===== src/rtl/instr_fetch_unit.sv =====
// Instruction fetch stage: owns the PC, drives the instruction memory address
// and loads the IF/ID register. It accepts jump redirects from the ID-stage
// decoder, holds on hazard stalls, and stops fetching on the undefined opcode 2'b10.
module instr_fetch_unit #(
    parameter int              PC_W     = 8,
    parameter int              INSTR_W  = 8,
    parameter logic [PC_W-1:0] RESET_PC = '0
) (
    input  logic               clk,
    input  logic               reset,
    output logic [PC_W-1:0]    imem_addr,
    input  logic [INSTR_W-1:0] imem_rdata,
    input  logic               stall,
    input  logic               id_jump,
    input  logic [PC_W-1:0]    id_target,
    output logic [INSTR_W-1:0] ifid_instr,
    output logic [PC_W-1:0]    ifid_pc,
    output logic               ifid_valid,
    output logic               halted
);

    typedef enum logic [1:0] {BOOT, RUN, HALT} state_t;

    state_t          state;
    logic [PC_W-1:0] pc;
    logic            illegal;
    logic            redirect;

    // The memory read is combinational, so the fetched word is decoded in the same cycle.
    assign imem_addr = pc;
    assign illegal   = (imem_rdata[INSTR_W-1 -: 2] == 2'b10);
    // A jump only counts when ID holds a real instruction.
    assign redirect  = id_jump && ifid_valid;

    // Front-end FSM. This block also updates the PC and the IF/ID register.
    // In RUN the priority is: redirect, then stall, then illegal opcode, then normal fetch.
    always_ff @(posedge clk or posedge reset) begin
        if (reset) begin
            state      <= BOOT;
            pc         <= RESET_PC;
            ifid_instr <= '0;
            ifid_pc    <= '0;
            ifid_valid <= 1'b0;
            halted     <= 1'b0;
        end else begin
            case (state)
                BOOT: begin
                    ifid_valid <= 1'b0;
                    ifid_instr <= '0;
                    state      <= RUN;
                end
                RUN: begin
                    if (redirect) begin
                        // Squash the wrong-path fetch; an illegal word in IF dies with it.
                        pc         <= id_target;
                        ifid_valid <= 1'b0;
                        ifid_instr <= '0;
                    end else if (stall) begin
                        // Hold the PC and every IF/ID field.
                    end else if (illegal) begin
                        ifid_valid <= 1'b0;
                        ifid_instr <= '0;
                        halted     <= 1'b1;
                        state      <= HALT;
                    end else begin
                        ifid_instr <= imem_rdata;
                        ifid_pc    <= pc;
                        ifid_valid <= 1'b1;
                        pc         <= pc + 1'b1;
                    end
                end
                HALT: begin
                    ifid_valid <= 1'b0;
                    ifid_instr <= '0;
                end
                default: state <= BOOT;
            endcase
        end
    end

endmodule


===== config.mk =====
export PLATFORM = sky130hd
export DESIGN_NAME = instr_fetch_unit
export DESIGN_NICKNAME = d
export VERILOG_FILES = /design/src/rtl/instr_fetch_unit.sv
export SDC_FILE = /design/constraint.sdc
export NUM_CORES = 1
export LEC_CHECK = 0
export CORE_MARGIN = 3
export CORE_UTILIZATION = 30
export CTS_BUF_LIST = sky130_fd_sc_hd__clkbuf_16
export DETAILED_ROUTE_END_ITERATION = 10
export PLACE_DENSITY_LB_ADDON = 0.2
export SLEW_MARGIN = 30
export SYNTH_ARGS = -nofsm -noshare
export SYNTH_HDL_FRONTEND = slang
export SYNTH_SLANG_ARGS = --single-unit

===== constraint.sdc =====
create_clock -name clk -period 1.85 [get_ports clk]
set_input_delay 0.37 -clock clk [delete_from_list [all_inputs] [get_ports clk]]
set_output_delay 0.37 -clock clk [all_outputs]
set_load 0.05 [all_outputs]

# == Word level (Yosys, flattened, before mapping) ==
# Index checks and enable logic that the tools add are counted.
# word_totals
ff_bits,28
latchBits,0
ramBits,0
romBits,0
in_bits,20
output_inout_bits,26
n_memories,0
# classes
addsub,1
n_mul,0
div,0
magnitude_cmp,0
n_eq_ne,9
n_shift,0
muxes,15
n_bitwise,4
reduce_logical,9
# op_table
cell,n
$mux W8,6
$pmux W8 S2,1
$reduce_and A4 Y1,3
$add A8 B1 Y8 const B,1
$mux W2,3
$ne A2 B2 Y1 const B,3
$pmux W2 S3,1
$eq A2 B2 Y1 const B,2
$ne A2 B1 Y1 const B,2
$not A1 Y1,4
$mux W1,3
$ne A3 B3 Y1 const B,1
$reduce_and A3 Y1,1
$eq A2 B1 Y1 const B,1
$logic_not A2 Y1,1
$pmux W1 S2,1
$reduce_and A2 Y1,1
$reduce_bool A2 Y1,1
$reduce_or A2 Y1,1
$logic_and A1 B1 Y1,1

# == Logic depth before layout (Yosys ltp) ==
# logic_depth
ltp_word,5
depth_mapped,5

# == Worst setup path before layout ==
# No wires, ideal clock.
# synth_path
path_type,reg2reg
startpoint,register ifid_valid
endpoint,register ifid_pc[3]
t_arrival_ns,1.612
required_ns,1.725
path_slack_ns,0.112
stages_incl_launch_ff,5
period_less_slack_ns,1.738
cell_sequence,dfrtp_1 and2_1 nor4_4 buf_6 mux2_4
# synth_via
elab_chain_cells,3
# synth_lines
item,line_no,rtl
start: declaration,18,"output logic ifid_valid,"
start signal: assignment,43,ifid_valid <= 1'b0;
start signal: assignment,48,ifid_valid <= 1'b0;
start signal: assignment,56,ifid_valid <= 1'b0;
$logic_and A1 B1 Y1,33,assign redirect = id_jump && ifid_valid;
$not A1 Y1 (no line),--,
$reduce_and A4 Y1 (no line),--,
end signal: assignment,67,ifid_pc <= pc;
end: declaration,17,"output logic [PC_W-1:0] ifid_pc,"
# Every way passes these cells.
# A chain may end at the register's enable or synchronous reset.

# == Worst setup path in the final report ==
# layout_path
startpoint,input stall
endpoint,register ifid_instr[3]
# layout_via
elab_chain_cells,2
# layout_lines
item,line_no,rtl
start: declaration,13,"input logic stall,"
$ne A3 B3 Y1 (no line),--,
$reduce_and A2 Y1 (no line),--,
end signal: assignment,66,ifid_instr <= imem_rdata;
end: declaration,16,"output logic [INSTR_W-1:0] ifid_instr,"
# Every way passes these cells.

==> reports/results.ini <==
[status]
status=finished clean

[cells_and_area]
multi_input_area_um2=564
synthToLayoutAreaGrowth_pct=47.3
fill_cells=374
nNetsFinal=189
final_core_util_pct=46.8
seqCellArea_um2=701
fin_cells=217
final_layout_size_suffix_gt1_share_pct=32.3
final_common_cell=buf_4
mostFrequentLayoutCells=38 x buf_4, 28 x dfrtp_1, 19 x clkdlybuf4s50_1
diodes=0

[global_routing]
grt_pass1_vias=1077
grt_usage_pct=12.7
grt_overflow=0
antenna_found_initial=0
grt_max_degree=29
grt_pass1_wl_um=5190

[synth]
synth_compound_area_share_pct=19.1
ys_ff_latch=28
postSynthCellCount=111
yosys_warnings=0
synth-edff-count=0
avgSynthCellArea_um2=11.7
synth_top_area_share_pct=54.0
synth_top_family_by_area=compound AO/OA/AOI/OAI gates
synth-async-reset-ratio_pct=100
ys_top_cells_by_area=dfrtp_1 54%, a22o_1 4.7%, mux2_2 4.3%
synth_ff_type=dfrtp_1
yosys.area_share.simple_pct=14.1
synth_top_area_cell=dfrtp_1
syn-num-nets=132
synth_xor_area_share_pct=0
syn-cell-area_um2=1300
yosysSeqAreaShare_pct=54.0
synth.distinct_cells=35
synthAdderAreaFrac_pct=0.964
synth_mux_area_share_pct=9.35

[cts]
cts_hold_buf=0
cts_tree=done
cts.clk_slew.worst_paths_ns=0.07
htreeDepth=1
cts_resized=0
cts_buffer_depth=2
cts.sinks=28
cts_made_buffers=3
root_buffer=clkbuf_16
clk_latency_ns=0.26
post-cts-setup-buffers=0

[timing]
min_period_ns=1.63
max_freq_ghz=0.613
grt_setup_unrepaired=no
finalCritPeriodShare_pct=88.1
fin_skew_ns=0.00392
slew-limit-headroom_pct=55.2
tightest_slew_ns=0.671
hold_slack_ns=0.471
slew_violations=0
setup_viol=0
hold_violations=0

[die]
io_pins=46
die_h_um=71.8
fp.coreArea_um2=4090
start_util_pct=31.8
die_w_um=71.8
dieArea_um2=5150
num_rows=23

[pwr]
max-vdd-ir-drop_uv=1010
seq_power_share_pct=31.7
p_sw_share_pct=44.6
p_sw_mw=1.47
p_comb_share_pct=49.1
p_int_mw=1.82
power.static_leakage_nw=0.855
power_frac_clock_pct=19.2
p_per_area_nw_per_um2=1720
total_power_mw=3.29

[detailed_routing]
drt_wl_total_um=3210
top_layer_used=met4
vias=1105
wl_met1_um=1440
drcViolationCount=0
drt_iter0_markers=62
wl_met2_um=1540
final_antenna_net_count=0
wl_met3_um=175
viasPerCell=5.09
wl_per_cell_um=14.8
drtPass1Iterations=5

[placement]
io_buffers=45
place_inst=213
dp_hpwl_um=2410
place.gp.congestion=0.801

[worst_setup_path]
start_kind=input pin
end_kind=register
cp_max_fo=9
cp.required_ns=2.05
path_class=in2reg
cp.arrival_ns=1.83

[run]
cap_violations=0

[worst_hold_path]
hp-class=in2async

-- synthesized netlist by cell type, types with 2 or more instances --
library cell / number
mux2_2: 5
nor2b_1: 2
o2bb2ai_1: 3
a21oi_1: 4
o21ai_0: 7
nor4_1: 2
nand3_1: 9
mux2i_1: 2
nand2_1: 7
mux2_4: 3
a31oi_1: 7
o22ai_1: 2
a22o_1: 7
clkbuf_1: 2
dfrtp_1: 28
buf_2: 2
-- metal layers --
layer | GRT usage [%] | up-vias
met5 | 0 | -
met3 | 3.65 | 4
li1 | - | 536
met1 | 16.0 | 532
met4 | 3.76 | 0
met2 | 21.1 | 33
-- critical path, stage by stage --
cell             delay (ns)
clkdlybuf4s50_1        0.58
a21oi_1                0.09
nor2b_1                0.54
a22o_1                 0.24
-- state kept, by name, indices dropped and copies added, names as in the netlist --
| register | flops |
|---|---|
| ifid_instr | 8 |
| ifid_pc | 8 |
| imem_addr | 8 |
| state | 2 |
| halted | 1 |
| ifid_valid | 1 |
-- through the flow --
step                setup TNS [ns]  cell area (um^2)  setup slack [ns]
floorplan                        0              1300             0.112
global placement            -0.130              1810           -0.0228
finish                           0              1910             0.220
global route                     0              1910             0.175
detailed placement          -0.450              1810           -0.0453
CTS                              0              1910             0.222
-- worst paths after layout --
kind	slack [ns]	cells past startpoint	from	end
worst max-delay path	0.22	4	stall	ifid_instr[3]$_DFFE_PP0P_
worst min-delay path	0.47	3	reset	ifid_instr[1]$_DFFE_PP0P_
worst max register to register	0.35	4	ifid_valid$_DFFE_PP0P_	ifid_instr[3]$_DFFE_PP0P_
worst min register to register	0.48	1	halted$_DFFE_PP0P_	halted$_DFFE_PP0P_
max in group asynchronous	1.11	3	reset	imem_addr[1]$_DFFE_PP0P_
min in group clk	0.48	1	halted$_DFFE_PP0P_	halted$_DFFE_PP0P_
-- power by group through the flow --
stage | Clock [mW] | Sequential [mW] | Combinational (mW)
finish | 0.631 | 1.04 | 1.61
global route | 0.676 | 1.09 | 1.70
CTS | 0.641 | 1.04 | 1.63
detailed placement | 0 | 1.05 | 1.62
global placement | 0 | 1.05 | 1.61
floorplan | 0 | 1.71 | 0.423
-- final cells by class --
| class | count | share of cell area [%] |
|---|---|---|
| Clock inverter | 1 | 1.57 |
| Sequential cell | 28 | 36.6 |
| Multi-Input combinational cell | 77 | 29.5 |
| Inverter | 1 | 0.196 |
| Tap cell | 50 | 3.27 |
| Timing Repair Buffer | 57 | 24.9 |
| Clock buffer | 3 | 3.93 |
-- cell families after synthesis --
group | after synthesis
mux | 10
simple gates | 30
compound gates | 36
flops | 28
fa+ha+maj | 1
buf+inv | 6
No activity file was read; power rests on OpenSTA's default activity.
